<file path="config.mk">
export PLATFORM = sky130hd
export DESIGN_NAME = serial_add_ctrl
export DESIGN_NICKNAME = d
export VERILOG_FILES = /design/src/rtl/serial_add_ctrl.sv
export SDC_FILE = /design/constraint.sdc
export NUM_CORES = 1
export LEC_CHECK = 0
export CELL_PAD_IN_SITES_DETAIL_PLACEMENT = 0
export CELL_PAD_IN_SITES_GLOBAL_PLACEMENT = 1
export CORE_MARGIN = 3
export CORE_UTILIZATION = 35
export CTS_CLUSTER_SIZE = 25
export DETAILED_ROUTE_END_ITERATION = 16
export PLACE_DENSITY = 0.68
export SLEW_MARGIN = 20
export SYNTH_ARGS = -nofsm -noshare
export SYNTH_HDL_FRONTEND = slang
export SYNTH_SLANG_ARGS = --single-unit
</file>
<file path="constraint.sdc">
create_clock -name clk -period 2.3 [get_ports clk]
set_clock_uncertainty 0.15 [all_clocks]
set_input_delay 0.46 -clock clk [delete_from_list [all_inputs] [get_ports clk]]
set_output_delay 0.46 -clock clk [all_outputs]
set_load 0.05 [all_outputs]
</file>
<file path="src/rtl/serial_add_ctrl.sv">
// Bit-serial adder controller: one full_adder cell, LSB first, one bit per clock.
// Optional subtract mode via the SERIAL_ADD_SUB_EN macro (adds the `sub` input).

module full_adder (
   input  logic a,
   input  logic b,
   input  logic cin,
   output logic s,
   output logic cout
);
   assign s    = a ^ b ^ cin;
   assign cout = (a & b) | (cin & (a ^ b));
endmodule

module serial_add_ctrl #(
   parameter int WIDTH = 8
) (
   input  logic             clk,
   input  logic             rst,
   input  logic             start,
   input  logic [WIDTH-1:0] a,
   input  logic [WIDTH-1:0] b,
   input  logic             cin,
`ifdef SERIAL_ADD_SUB_EN
   input  logic             sub,
`endif
   output logic             busy,
   output logic             done,
   output logic [WIDTH-1:0] sum,
   output logic             cout
);

   localparam int CW = (WIDTH > 1) ? $clog2(WIDTH) : 1;

   typedef enum logic [1:0] {
      IDLE  = 2'd0,
      SHIFT = 2'd1,
      DONE  = 2'd2
   } state_t;

   state_t           state_r;
   logic [WIDTH-1:0] reg_a_r;
   logic [WIDTH-1:0] reg_b_r;
   logic [WIDTH-1:0] res_r;
   logic             carry_r;
   logic [CW-1:0]    cnt_r;
   logic [WIDTH-1:0] sum_r;
   logic             cout_r;

   logic             fa_s;
   logic             fa_cout;
   logic [WIDTH-1:0] res_next_s;
   logic [WIDTH-1:0] b_load_s;
   logic             c_load_s;

   full_adder u_fa (
      .a    (reg_a_r[0]),
      .b    (reg_b_r[0]),
      .cin  (carry_r),
      .s    (fa_s),
      .cout (fa_cout)
   );

   assign res_next_s = {fa_s, res_r[WIDTH-1:1]};

   // Operand B and initial carry as loaded on an accepted start
   always_comb begin
      b_load_s = b;
      c_load_s = cin;
`ifdef SERIAL_ADD_SUB_EN
      if (sub) begin
         b_load_s = ~b;
         c_load_s = 1'b1;
      end else begin
         b_load_s = b;
         c_load_s = cin;
      end
`endif
   end

   // Controller FSM and serial datapath; sum/cout change only on completion
   always_ff @(posedge clk or posedge rst) begin
      if (rst) begin
         state_r <= IDLE;
         reg_a_r <= {WIDTH{1'b0}};
         reg_b_r <= {WIDTH{1'b0}};
         res_r   <= {WIDTH{1'b0}};
         carry_r <= 1'b0;
         cnt_r   <= {CW{1'b0}};
         sum_r   <= {WIDTH{1'b0}};
         cout_r  <= 1'b0;
      end else begin
         case (state_r)
            IDLE, DONE: begin
               if (start) begin
                  reg_a_r <= a;
                  reg_b_r <= b_load_s;
                  carry_r <= c_load_s;
                  cnt_r   <= {CW{1'b0}};
                  state_r <= SHIFT;
               end else begin
                  state_r <= IDLE;
               end
            end
            SHIFT: begin
               reg_a_r <= {1'b0, reg_a_r[WIDTH-1:1]};
               reg_b_r <= {1'b0, reg_b_r[WIDTH-1:1]};
               carry_r <= fa_cout;
               res_r   <= res_next_s;
               cnt_r   <= cnt_r + CW'(1);
               // terminal count ends the operation before the counter can wrap
               if (cnt_r == CW'(WIDTH - 1)) begin
                  sum_r   <= res_next_s;
                  cout_r  <= fa_cout;
                  state_r <= DONE;
               end else begin
                  state_r <= SHIFT;
               end
            end
            default: begin
               state_r <= IDLE;
            end
         endcase
      end
   end

   assign busy = (state_r == SHIFT);
   assign done = (state_r == DONE);
   assign sum  = sum_r;
   assign cout = cout_r;

endmodule

</file>
# Word level (Yosys, flattened, before mapping)
# Cells that the tools add are included.
[op_classes]
order_cmp = 0
n_mul = 0
bitwise = 5
n_mux = 11
eq_ne = 4
div_mod_pow = 0
reduce_logical = 5
n_shift = 0
add_sub_neg = 1
[ops]
columns = ["cell", "count"]
rows = [
  ["8-bit case mux with 2 select lines", 2],
  ["8-bit 2-to-1 mux", 2],
  ["3-bit case mux with 2 select lines", 1],
  ["2-bit case mux with 2 select lines", 1],
  ["2-bit AND reduction", 2],
  ["3-bit by 1-bit adder with 3-bit output (second input constant)", 1],
  ["3-bit == test (second input constant)", 1],
  ["3-bit 2-to-1 mux", 1],
  ["1-bit AND", 2],
  ["2-bit by 1-bit == test with 1-bit output (second input constant)", 1],
  ["2-bit == test (second input constant)", 1],
  ["2-bit logical NOT", 1],
  ["1-bit 2-to-1 mux", 2],
  ["2-bit 2-to-1 mux", 1],
  ["2-bit inequality test (second input constant)", 1],
  ["1-bit case mux with 2 select lines", 1],
  ["2-bit nonzero test", 1],
  ["2-bit OR reduction", 1],
  ["1-bit XOR", 2],
  ["1-bit OR", 1],
]
[totals]
out_inout_bits = 11
mem_bits_rw = 0
input_bits = 20
rom_bits = 0
reg_bits = 39
memories = 0
word_cells = 34
latchBits = 0

# Logic depth before layout (Yosys ltp)
# Gate-level depths: netlist of run 1.
[logic_depth]
depth_word = 4
mapped_depth = 6
depth_no_buf = 4

# Modules after synthesis
# A second synthesis of run 1 with hierarchy kept.
[unflattened]
hier_cells = 148
area_unflattened_um2 = 1632.8
[modules_own_cells]
columns = ["module", "seq_area_each_um2", "cells_each", "area_each_um2", "instances"]
rows = [
  ["serial_add_ctrl", 950.9, 147, 1612.8, 1],
  ["full_adder", 0.0, 1, 20.0, 1],
]

# Worst setup path after synthesis of run 1
# Ideal clock, no wire load.
[synth_path]
path_type = "register to output"
from = "reg state_r[1]"
to = "out done"
required_time_ns = 1.690
path_stages_with_launch = 3
path_slack_ns = 0.525
arrival_ns = 1.165
n_path_buf = 1
path_cell_list = "dfrtp_1 -> buf_6 -> nor2b_1"
[synth_via]
elab_chain_cells = 1
[synth_lines]
columns = ["element", "line_no", "text"]
rows = [
  ["from (decl)", "41", "state_t state_r;"],
  ["from (signal assigned)", "84", "state_r <= IDLE;"],
  ["from (signal assigned)", "100", "state_r <= SHIFT;"],
  ["from (signal assigned)", "102", "state_r <= IDLE;"],
  ["2-bit == test", "128", "assign done = (state_r == DONE);"],
  ["to (decl)", "28", "output logic done,"],
]
# No other way between the ends.

# Worst setup path after layout of run 1
[layout_path]
from = "reg state_r[0]"
to = "out busy"
[layout_via]
elab_chain_cells = 1
[layout_lines]
columns = ["element", "line_no", "text"]
rows = [
  ["2-bit by 1-bit == test with 1-bit output", "127", "assign busy = (state_r == SHIFT);"],
  ["to (decl)", "27", "output logic busy,"],
]
# No other way between the ends.

==> results of run 1 <==
-- cell usage after synthesis (2+ instances only) --
cell type / count
dfrtp_1: 38
nand2_1: 21
inv_1: 14
o22ai_1: 12
a21oi_2: 10
mux2_4: 9
a21oi_1: 5
mux2i_1: 5
buf_2: 4
nor2b_1: 4
a211oi_1: 3
buf_6: 3
nand3_1: 3
a22o_1: 2
ha_1: 2
o21ai_0: 2
o21ai_1: 2
-- registers in the layout, indices dropped and copies added, names as in the netlist --
register / flops
reg_b_r: 8
carry_r: 1
reg_a_r: 8
sum: 8
cnt_r: 3
res_r: 7
cout: 1
state_r: 2
-- per-layer routing --
metal / up-vias / part of all wire / wire length (um)
li1: 568 / - / -
met1: 580 / 0.44 / 1441
met2: 27 / 0.49 / 1597
met3: 6 / 0.045 / 145
met4: 0 / 0.019 / 63
met5: - / 0 / 0
-- area by class of cell --
cell class                      count  area share
Clock buffer                        7     0.03936
Clock inverter                      1    0.002282
Inverter                           15     0.03137
Multi-Input combinational cell     87      0.3012
Sequential cell                    38      0.4335
Tap cell                           67     0.03822
Timing Repair Buffer               34      0.1540
-- per-stage QoR --
step	cells	hold slack (ns)	power, uW	util
4_1_cts	249	0.3390	3270	0.4613
2_1_floorplan	148	0.2959	2399	-
3_3_place_gp	241	0.3138	2747	0.4421
6_report	249	0.3355	3218	0.4613
3_5_place_dp	241	0.3216	2781	0.4421
5_1_grt	249	0.3550	3457	0.4613
-- where the power goes --
part / leakage [uW] / internal [uW] / switching, uW / total, uW
clock network: 0.0000482 / 242 / 224 / 466
logic: 0.000503 / 671 / 856 / 1530
registers: 0.000465 / 986 / 238 / 1220
total: 0.00102 / 1900 / 1320 / 3220
-- cell usage in the layout, fill, tap and decap left out, types with 6 or more instances in the layout --
master / netlist / final
o22ai_1: 12 / 12
inv_1: 14 / 14
mux2_4: 9 / 9
nand2_1: 21 / 21
a21oi_2: 10 / 10
dfrtp_1: 38 / 38
clkdlybuf4s50_1: 0 / 28
clkbuf_8: 0 / 6
-- cells by family (layout without fill, tap and decap cells) --
logic type	after synthesis	in the layout
flops	38	38
compound gates	36	36
simple gates	33	33
buf+inv	23	57
mux	15	15
fa+ha+maj	3	3
-- worst min-delay path, stage by stage, from the launching register on --
cell	delay (ns)
dfrtp_1	0.35
nand2_1	0.05
nand2_1	0.05
-- worst paths after layout --
check | slack, ns | cells past startpoint | endpoint | startpoint
min in group asynchronous | 0.44 | 3 | sum[6] | rst
hold reg to reg | 0.34 | 2 | res_r[1] | res_r[1]
hold / removal | 0.34 | 2 | res_r[1] | res_r[1]
setup / recovery | 0.20 | 3 | busy | state_r[0]
max in group asynchronous | 1.22 | 3 | reg_b_r[6] | rst
setup reg to reg | 0.55 | 4 | sum[3] | state_r[0]
==> run_summary.xml, run 1 <==
<?xml version="1.0" encoding="UTF-8"?>
<metrics>
  <group name="cts">
    <metric name="cts_resized" unit="">0</metric>
    <metric name="clock_tree.buffer_depth" unit="">2</metric>
    <metric name="holdBufCountCts" unit="">0</metric>
    <metric name="post_cts_clock_slew_at_the_launch_and_capture_registers_of_the_worst_setup_and_hold_paths" unit="ns">0.07</metric>
    <metric name="tritoncts" unit="">done</metric>
    <metric name="worstSkewPairLatency" unit="ns">0.29</metric>
    <metric name="clock_sink_count" unit="">38</metric>
    <metric name="cts.htree.levels" unit="">2</metric>
    <metric name="cts_buffers" unit="">5</metric>
    <metric name="cts_setup_buffers" unit="">0</metric>
    <metric name="cts.root.buffer_cell" unit="">clkbuf_8</metric>
  </group>
  <group name="floorplan">
    <metric name="die_area" unit="um2">5847</metric>
    <metric name="die_h" unit="um">76.47</metric>
    <metric name="floorplan.io_pins" unit="">31</metric>
    <metric name="initial_utilization" unit="">0.3655</metric>
    <metric name="rows" unit="">25</metric>
    <metric name="core_area" unit="um2">4755</metric>
    <metric name="chipWidth" unit="um">76.47</metric>
  </group>
  <group name="sta">
    <metric name="timing.final.setup_violations" unit="">0</metric>
    <metric name="finalHoldViolations" unit="">0</metric>
    <metric name="worst_slew_pin_slew" unit="ns">0.5035</metric>
    <metric name="drv_slew" unit="">0</metric>
    <metric name="fin_ws" unit="ns">0.1988</metric>
    <metric name="tns" unit="ns">0</metric>
    <metric name="highest_clock_frequency_the_design_can_meet" unit="GHz">0.4759</metric>
    <metric name="timing.slew.headroom" unit="">0.6643</metric>
    <metric name="rsz0062_at_grt" unit="">no</metric>
    <metric name="final_min_period_over_clock_period" unit="">0.9136</metric>
    <metric name="final_period_minus_worst_setup_slack" unit="ns">2.101</metric>
  </group>
  <group name="setup_path">
    <metric name="timing.critical_path.from_type" unit="">flip-flop</metric>
    <metric name="timing.critical_path.to_type" unit="">output port</metric>
    <metric name="arrival" unit="ns">1.49</metric>
    <metric name="critical-path-top-delay-family" unit="">flip-flops</metric>
    <metric name="crit_required" unit="ns">1.69</metric>
    <metric name="cp.buffers_inverters" unit="">2</metric>
    <metric name="path_cells" unit="">nand2b_4 -&gt; inv_12 -&gt; buf_12</metric>
    <metric name="worst-path-max-fanout" unit="">15</metric>
    <metric name="critical_path.slowest_cell" unit="">dfrtp_1</metric>
    <metric name="critPathMaxStageDelay" unit="ns">0.66</metric>
    <metric name="critical_path_class" unit="">flip-flop to output port</metric>
  </group>
  <group name="synthesis">
    <metric name="share_of_the_synthesized_area_in_compound_gates_ao_oa_aoi_oai" unit="">0.1425</metric>
    <metric name="dominantRegCellSynth" unit="">dfrtp_1</metric>
    <metric name="ys_ff_latch" unit="">38</metric>
    <metric name="synth_fa_ha_area_frac" unit="">0.02592</metric>
    <metric name="yosys.area.top_type_share" unit="">0.5472</metric>
    <metric name="postSynth.asyncResetShare" unit="">1.000</metric>
    <metric name="main_area_contributors_after_synthesis" unit="">dfrtp_1, mux2_4, a21oi_2</metric>
    <metric name="synth.yosys.seq_area_share" unit="">0.5472</metric>
    <metric name="number_of_synthesized_flops_with_an_enable_pin" unit="">0</metric>
    <metric name="yosys_warnings" unit="">0</metric>
    <metric name="synth_top_family_by_area" unit="">compound AO/OA/AOI/OAI gates</metric>
    <metric name="yosys.area_share.xor_xnor" unit="">0</metric>
    <metric name="synth_area" unit="um2">1738</metric>
    <metric name="yosysTopAreaCell" unit="">dfrtp_1</metric>
    <metric name="netlist-cell-type-count" unit="">26</metric>
    <metric name="post_synth_and_or_nand_nor_area_fraction" unit="">0.09863</metric>
    <metric name="syn-mean-instance-area" unit="um2">11.74</metric>
    <metric name="post_syn_instances" unit="">148</metric>
    <metric name="synth_nets" unit="">171</metric>
    <metric name="post_synth_mux_area_share" unit="">0.1130</metric>
  </group>
  <group name="grt">
    <metric name="grt_pass1_vias" unit="">1262</metric>
    <metric name="grtUsageMet1" unit="">0.1466</metric>
    <metric name="global_route.usage.total" unit="">0.1235</metric>
    <metric name="global_route.overflow_total" unit="">0</metric>
    <metric name="grt_util_met2" unit="">0.2012</metric>
    <metric name="pin_count_of_the_biggest_net_entering_global_routing" unit="">39</metric>
    <metric name="first_pass_grt_wire_length" unit="um">5747</metric>
    <metric name="grt_antenna_before_repair" unit="">0</metric>
    <metric name="grt.met3_usage" unit="">0.04255</metric>
    <metric name="grt.busiest_layer" unit="">met2</metric>
  </group>
  <group name="placement">
    <metric name="detailedPlacementHpwl" unit="um">2243</metric>
    <metric name="pre_cts_ws" unit="ns">0.4471</metric>
    <metric name="gp_congestion" unit="">0.7772</metric>
    <metric name="placed_area" unit="um2">2102</metric>
    <metric name="port_buffers" unit="">30</metric>
  </group>
  <group name="layout">
    <metric name="antenna_cells_inserted" unit="">0</metric>
    <metric name="seqCellArea" unit="um2">950.9</metric>
    <metric name="drive_gt1_frac" unit="">0.2033</metric>
    <metric name="post-route-cell-area" unit="um2">2193</metric>
    <metric name="finalNetCount" unit="">204</metric>
    <metric name="multi_input_comb_area" unit="um2">660.6</metric>
    <metric name="fillers" unit="">447</metric>
    <metric name="flow.area_growth_from_synthesis" unit="%">26.21</metric>
  </group>
  <group name="detailed_routing">
    <metric name="routedWlPerCell" unit="um">13.04</metric>
    <metric name="first_iter_violations" unit="">27</metric>
    <metric name="drc" unit="">0</metric>
    <metric name="route.vias.total" unit="">1181</metric>
    <metric name="firstDrtPassIters" unit="">4</metric>
    <metric name="via_per_inst" unit="">4.743</metric>
    <metric name="wl" unit="um">3248</metric>
    <metric name="route.antenna.remaining_nets" unit="">0</metric>
  </group>
  <group name="worst_hold_path">
    <metric name="min_path_type" unit="">flip-flop to flip-flop</metric>
  </group>
  <group name="pwr">
    <metric name="vdd_drop_max" unit="uV">432.1</metric>
    <metric name="pwr_density_cell" unit="nW/um2">1467</metric>
    <metric name="power_leakage" unit="uW">0.001017</metric>
  </group>
  <group name="run_status">
    <metric name="status" unit="">finished clean</metric>
  </group>
  <group name="job">
    <metric name="timing.max_cap.violations" unit="">0</metric>
  </group>
</metrics>
Power figures use the tool's default switching activity.
==> run 2, diff against run 1 <==
CORE_MARGIN = 4   (was 3)
==> run_summary.xml, run 2 (synthesis gave the netlist of run 1 again) <==
<?xml version="1.0" encoding="UTF-8"?>
<metrics>
  <group name="detailed_routing">
    <metric name="first_iter_violations" unit="">37</metric>
    <metric name="via_per_inst" unit="">4.681</metric>
    <metric name="routedWlPerCell" unit="um">13.07</metric>
    <metric name="route.antenna.remaining_nets" unit="">0</metric>
    <metric name="wl" unit="um">3241</metric>
    <metric name="drc" unit="">0</metric>
    <metric name="firstDrtPassIters" unit="">4</metric>
    <metric name="route.vias.total" unit="">1161</metric>
  </group>
  <group name="layout">
    <metric name="flow.area_growth_from_synthesis" unit="%">25.99</metric>
    <metric name="antenna_cells_inserted" unit="">0</metric>
    <metric name="final-instance-count-excl-fill" unit="">248</metric>
    <metric name="most_frequent_standard_cell_in_the_layout_excluding_fill_and_tap_cells" unit="">dfrtp_1</metric>
    <metric name="commonest_non_fill_non_tap_cells_in_the_layout" unit="">dfrtp_1, clkdlybuf4s50_1, nand2_1</metric>
    <metric name="drive_gt1_frac" unit="">0.2044</metric>
    <metric name="finalNetCount" unit="">203</metric>
    <metric name="post-route-cell-area" unit="um2">2190</metric>
  </group>
  <group name="cts">
    <metric name="worstSkewPairLatency" unit="ns">0.29</metric>
    <metric name="clock_sink_count" unit="">38</metric>
    <metric name="holdBufCountCts" unit="">0</metric>
    <metric name="clock_tree.buffer_depth" unit="">2</metric>
    <metric name="tritoncts" unit="">done</metric>
    <metric name="cts_setup_buffers" unit="">0</metric>
    <metric name="cts.root.buffer_cell" unit="">clkbuf_8</metric>
    <metric name="cts_buffers" unit="">5</metric>
    <metric name="cts_resized" unit="">0</metric>
    <metric name="post_cts_clock_slew_at_the_launch_and_capture_registers_of_the_worst_setup_and_hold_paths" unit="ns">0.08</metric>
    <metric name="cts.htree.levels" unit="">2</metric>
  </group>
  <group name="setup_path">
    <metric name="worst-path-max-fanout" unit="">24</metric>
    <metric name="critical_path_class" unit="">flip-flop to output port</metric>
    <metric name="arrival" unit="ns">1.55</metric>
    <metric name="path_cells" unit="">nand2b_4 -&gt; inv_12 -&gt; buf_12</metric>
    <metric name="timing.critical_path.to_type" unit="">output port</metric>
    <metric name="crit_required" unit="ns">1.69</metric>
    <metric name="critical_path.slowest_cell" unit="">dfrtp_1</metric>
    <metric name="timing.critical_path.from_type" unit="">flip-flop</metric>
    <metric name="critPathMaxStageDelay" unit="ns">0.65</metric>
  </group>
  <group name="sta">
    <metric name="final_period_minus_worst_setup_slack" unit="ns">2.161</metric>
    <metric name="timing.slew.headroom" unit="">0.6695</metric>
    <metric name="worst_slew_pin_slew" unit="ns">0.4942</metric>
    <metric name="timing.final.setup_violations" unit="">0</metric>
    <metric name="drv_slew" unit="">0</metric>
    <metric name="highest_clock_frequency_the_design_can_meet" unit="GHz">0.4627</metric>
    <metric name="rsz0062_at_grt" unit="">no</metric>
    <metric name="finalHoldViolations" unit="">0</metric>
    <metric name="final_min_period_over_clock_period" unit="">0.9396</metric>
    <metric name="tns" unit="ns">0</metric>
  </group>
  <group name="grt">
    <metric name="first_pass_grt_wire_length" unit="um">5720</metric>
    <metric name="pin_count_of_the_biggest_net_entering_global_routing" unit="">39</metric>
    <metric name="grt.busiest_layer" unit="">met2</metric>
    <metric name="grt_util_met2" unit="">0.1909</metric>
    <metric name="global_route.usage.total" unit="">0.1182</metric>
    <metric name="grt.met3_usage" unit="">0.03670</metric>
    <metric name="global_route.overflow_total" unit="">0</metric>
    <metric name="grtUsageMet1" unit="">0.1470</metric>
    <metric name="grt_antenna_before_repair" unit="">0</metric>
    <metric name="grt_pass1_vias" unit="">1240</metric>
  </group>
  <group name="job">
    <metric name="timing.max_cap.violations" unit="">0</metric>
  </group>
  <group name="pwr">
    <metric name="pwr_density_cell" unit="nW/um2">1464</metric>
    <metric name="power_leakage" unit="uW">0.001011</metric>
    <metric name="vdd_drop_max" unit="uV">518.2</metric>
  </group>
  <group name="run_status">
    <metric name="status" unit="">finished clean</metric>
  </group>
  <group name="worst_hold_path">
    <metric name="min_path_type" unit="">flip-flop to flip-flop</metric>
  </group>
  <group name="placement">
    <metric name="detailedPlacementHpwl" unit="um">2259</metric>
    <metric name="dp.cells" unit="">240</metric>
    <metric name="gp_congestion" unit="">0.7558</metric>
    <metric name="placed_area" unit="um2">2095</metric>
    <metric name="port_buffers" unit="">30</metric>
  </group>
  <group name="floorplan">
    <metric name="core_area" unit="um2">4755</metric>
    <metric name="rows" unit="">25</metric>
    <metric name="die_h" unit="um">78.47</metric>
    <metric name="die_area" unit="um2">6157</metric>
    <metric name="chipWidth" unit="um">78.47</metric>
    <metric name="floorplan.io_pins" unit="">31</metric>
    <metric name="initial_utilization" unit="">0.3655</metric>
  </group>
</metrics>
[run 2: cell types whose count changed in the layout (fill, tap and decap cells not counted), sizes merged]
| cell | before | now |
|---|---|---|
| buf | 6 | 5 |
| clkbuf | 7 | 6 |
| clkinvlp | 0 | 1 |
[run 2: cell type report]
| cell class | count | area [um2] |
|---|---|---|
| clock buffers | 6 | 82.58 |
| clock inverters | 2 | 12.51 |
| fillers | 462 | 2565 |
| inverters | 15 | 68.82 |
| multi-input cells | 87 | 660.6 |
| flip-flops and latches | 38 | 950.9 |
| well taps | 67 | 83.83 |
| repair buffers | 33 | 330.3 |
[run 2: worst paths after layout]
kind                             from         end  slack, ns  cells after the start
min                          res_r[1]    res_r[1]       0.34                      2
min in group asynchronous         rst    res_r[6]       0.44                      3
max                        state_r[0]        busy       0.14                      3
max in group asynchronous         rst  reg_b_r[6]       1.21                      3
min reg2reg                  res_r[1]    res_r[1]       0.34                      2
max reg2reg                state_r[0]      sum[7]       0.50                      4
[run 2: report_power, final]
group | internal (uW) | leakage [uW] | switching, uW
registers | 986 | 0.000465 | 232
logic | 659 | 0.000498 | 848
clock network | 241 | 0.0000472 | 240
total | 1890 | 0.00101 | 1320
[run 2: metal layers]
layer  part of all wire  wire [um]
met3              0.049        158
met2               0.48       1547
met5                  0          0
met1               0.46       1480
met4              0.017         55
[run 2: worst max-delay path, delay by kind of cell (launching register included)]
kind | cells | cell delay, ns
flip-flops | 1 | 0.65
buffers and inverters | 2 | 0.31
AND/OR/NAND/NOR | 1 | 0.29
[run 2: stage by stage]
step	setup WS, ns	utilization	power [uW]	hold WS, ns
2_1_floorplan	0.5253	-	2399	0.2959
4_1_cts	0.1339	0.4605	3252	0.3522
3_3_place_gp	0.4541	0.4405	2729	0.3119
5_1_grt	0.02464	0.4605	3465	0.3836
3_5_place_dp	0.4706	0.4405	2763	0.3344
6_report	0.1389	0.4605	3206	0.3446
==> edit 1: new RTL, settings of run 1 <==
Put a register stage on the outputs `busy` and `done`, cleared by the reset. The values now appear one clock later. The other outputs are not delayed to match.
--- a/src/rtl/serial_add_ctrl.sv
+++ b/src/rtl/serial_add_ctrl.sv
@@ -124,8 +124,15 @@
       end
    end
 
-   assign busy = (state_r == SHIFT);
-   assign done = (state_r == DONE);
+   always_ff @(posedge clk or posedge rst) begin
+      if (rst) begin
+         busy <= '0;
+         done <= '0;
+      end else begin
+         busy <= (state_r == SHIFT);
+         done <= (state_r == DONE);
+      end
+   end
    assign sum  = sum_r;
    assign cout = cout_r;
 
Formal check against the unedited RTL: not equivalent (a bounded check fails within 4 cycles, from zero or initial values and one cycle with rst high).
==> edit 1 against run 1 <==
- sequential cell count up 2
- highest routed layer unchanged
- via count down 0.25%
- largest cell class unchanged
- worst hold slack better by 0.0089 ns
- power up 0.12%
- final cell count up 0.80%
- critical path type unchanged
- routed wire length up 0.58%
- global-route usage down 0.40 points
- cell area up 1.8%
- critical path depth down 2
- area after synthesis up 2.9%
- worst setup slack better by 0.027 ns
==> edit 1: results (changes against run 1) <==
Worst Path Arrival = 1.46 ns (-0.03 ns)
layout cells sized above 1 = 19.6% (-0.76 points)
total wire length = 3.27 mm (+0.58%)
worst hold path type = register to register
ranking of synthesized cells by area = dfrtp_1, mux2_4, a21oi_2
largest fanout on the critical path = 2 (-13)
Rel. slew slack = 66.3% (-0.15 points)
outcome = finished clean
Placement Setup Slack = 0.435 ns (-0.0122 ns)
Avg WL per Cell = 13.0 um (-0.22%)
gr usage total = 12.0% (-0.40 points)
1st-iter DRT viols = 80 (+200%)
dpl cells = 243 (+0.83%)
post-CTS setup buffers = 0 (unchanged)
nets = 206 (+0.98%)
top cells by count, synth = dfrtp_1, nand2_1, inv_1
Clk pwr share = 14.3% (-0.2 points)
gpl congestion = 0.739 (-5.0%)
register area share after synthesis = 56.0% (+1.3 points)
Post-Syn Instances = 150 (+1.4%)
Crit path largest cell delay = 0.81 ns (+0.15 ns)
leakage power = 1.03 nW (+1.6%)
Crit path max-delay family = buffers and inverters
vias per inst = 4.69 (-1.0%)
Power, Total = 0.00322 W (+0.12%)
Mapped Nets = 173 (+1.2%)
critical path's slowest cell = clkdlybuf4s50_1
first-pass GRT wire length = 5.53 mm (-3.7%)
post-DP HPWL = 2.23 mm (-0.64%)
VDD IR max = 0.000552 V (+28%)
fill cell count = 464 (+3.8%)
largest net degree at the start of global routing = 41 (+5.1%)
Switching Share = 41.4% (+0.43 points)
-- edit 1: cell count changes in the layout (fill, tap and decap cells not counted) --
| cell | change |
|---|---|
| clkdlybuf4s50_1 | +2 |
| dfrtp_1 | +2 |
| buf_12 | -1 |
| buf_4 | -1 |
| clkbuf_1 | -1 |
| clkbuf_8 | -1 |
| clkinv_2 | +1 |
| clkinv_4 | +1 |
-- edit 1: area by class of cell --
class                           instances  area (sq um)  area share [%]
Clock buffer                            5          68.8            3.08
Timing Repair Buffer                   34           330            14.8
Inverter                               15          68.8            3.08
Tap cell                               67          83.8            3.76
Clock inverter                          3          18.8           0.841
Multi-Input combinational cell         87           661            29.6
Sequential cell                        40          1000            44.8
-- edit 1: kinds of logic after synthesis --
kind of cell             count (synthesis)  synth area share (%)
buffers and inverters                   23                  7.07
AND/OR/NAND/NOR                         33                  9.59
adder cells (fa/ha/maj)                  3                  2.52
multiplexers                            15                  11.0
AO/OA/AOI/OAI                           36                  13.9
flip-flops                              40                  56.0
-- edit 1: layer usage --
layer	wire (um)	global-route usage, %	vias to the layer above	part of all wire (%)
met4	51	6.41	0	1.6
met2	1570	19.3	25	48
met5	0	0	-	0
li1	-	-	576	-
met3	148	3.36	4	4.5
met1	1500	14.5	573	46
-- edit 1: path summary, 6_finish.rpt --
| path | start | endpoint | slack [ns] | cells after the start |
|---|---|---|---|---|
| worst max register to register | state_r[1] | sum[3] | 0.56 | 4 |
| max in group asynchronous | rst | reg_a_r[7] | 1.20 | 3 |
| min in group asynchronous | rst | sum[6] | 0.44 | 3 |
| worst max-delay path | sum[5] | sum[5] | 0.23 | 1 |
| worst min-delay path | cnt_r[0] | cnt_r[0] | 0.34 | 1 |
| worst min register to register | cnt_r[0] | cnt_r[0] | 0.34 | 1 |
==> edit 2: new RTL, flow settings as in run 1 <==
Without the edit above. Build with the macro `SERIAL_ADD_SUB_EN` defined.
--- a/src/rtl/serial_add_ctrl.sv
+++ b/src/rtl/serial_add_ctrl.sv
@@ -1,5 +1,7 @@
 // Bit-serial adder controller: one full_adder cell, LSB first, one bit per clock.
 // Optional subtract mode via the SERIAL_ADD_SUB_EN macro (adds the `sub` input).
+
+`define SERIAL_ADD_SUB_EN
 
 module full_adder (
    input  logic a,
Interface: changed (added sub); port bits go from 31 to 32. No check against the original RTL was run, so the function may have changed too.
==> edit 2 against run 1 <==
- worst hold slack worse by 0.0033 ns
- critical path type unchanged
- power is 3.1% higher
- area after synthesis shrank 2.4%
- routed wire length shrank 14%
- sequential cell count unchanged
- cell area shrank 0.68%
- worst setup slack better by 0.044 ns
==> edit 2: results (changes against run 1) <==
top cells by count, synth = dfrtp_1, a22o_1, mux2_4, nor2_1, a221o_1
R2R depth = 3 (-1)
vias in the first global route = 1069 (-15%)
Avg WL per Cell = 13.7 um (+4.8%)
largest fanout on the critical path = 2 (-13)
post-synthesis cell type count = 24 (-7.7%)
hold path endpoint = reg_a_r[6]
Final clock-cell share = 6.55% (+2.4 points)
RR Endpoint = res_r[7]
Hold Path Stages = 1 (-1)
Crit path largest cell delay = 0.81 ns (+0.15 ns)
area of the multi-input gates = 668 sq um (+1.1%)
outcome = finished clean
sequential fraction of total cell area = 43.7% (+0.30 points)
fraction of standard cell area in multi-input logic = 30.7% (+0.55 points)
first-pass GRT wire length = 4.84 mm (-16%)
fill cell count = 407 (-8.9%)
Multi-In Gates = 70 (-20%)
post-DP HPWL = 2.01 mm (-10%)
nets = 176 (-14%)
1st-iter DRT viols = 21 (-22%)
met2 Track Usage GR = 19.0% (-1.1 points)
leakage power = 1.04 nW (+1.9%)
ranking of synthesized cells by area = dfrtp_1, mux2_4, a22o_1
placed instance area = 2040 sq um (-3.2%)
Crit path max-delay family = buffers and inverters
CP endpoint = sum[7]
met2 wire len = 1.37 mm (-14%)
met1 Resource Use GR = 13.9% (-0.74 points)
hold wc startpoint = reg_a_r[6]
==> edit 2: cell types whose count changed in the layout (fill, tap and decap cells not counted), moves of 9 or more <==
cell,run 1,this run
a21oi_2,10,0
o22ai_1,12,0
nand2_1,21,0
a22o_1,2,11
inv_1,14,3
==> edit 2: cell families after synthesis <==
family	after synthesis	share of synthesized area (%)
flip-flops	38	56.0
AO/OA/AOI/OAI	27	13.8
adder cells (fa/ha/maj)	3	2.65
XOR/XNOR	8	4.13
multiplexers	17	13.3
AND/OR/NAND/NOR	15	5.53
buffers and inverters	11	4.57
==> edit 2: power by group through the flow <==
stage | Combinational, W | Sequential, W | Clock, W
4_1_cts | 0.00149 | 0.00118 | 0.000705
5_1_grt | 0.00160 | 0.00122 | 0.000733
3_5_place_dp | 0.00148 | 0.00119 | 0
3_3_place_gp | 0.00145 | 0.00118 | 0
6_report | 0.00146 | 0.00118 | 0.000685
2_1_floorplan | 0.000916 | 0.00142 | 0
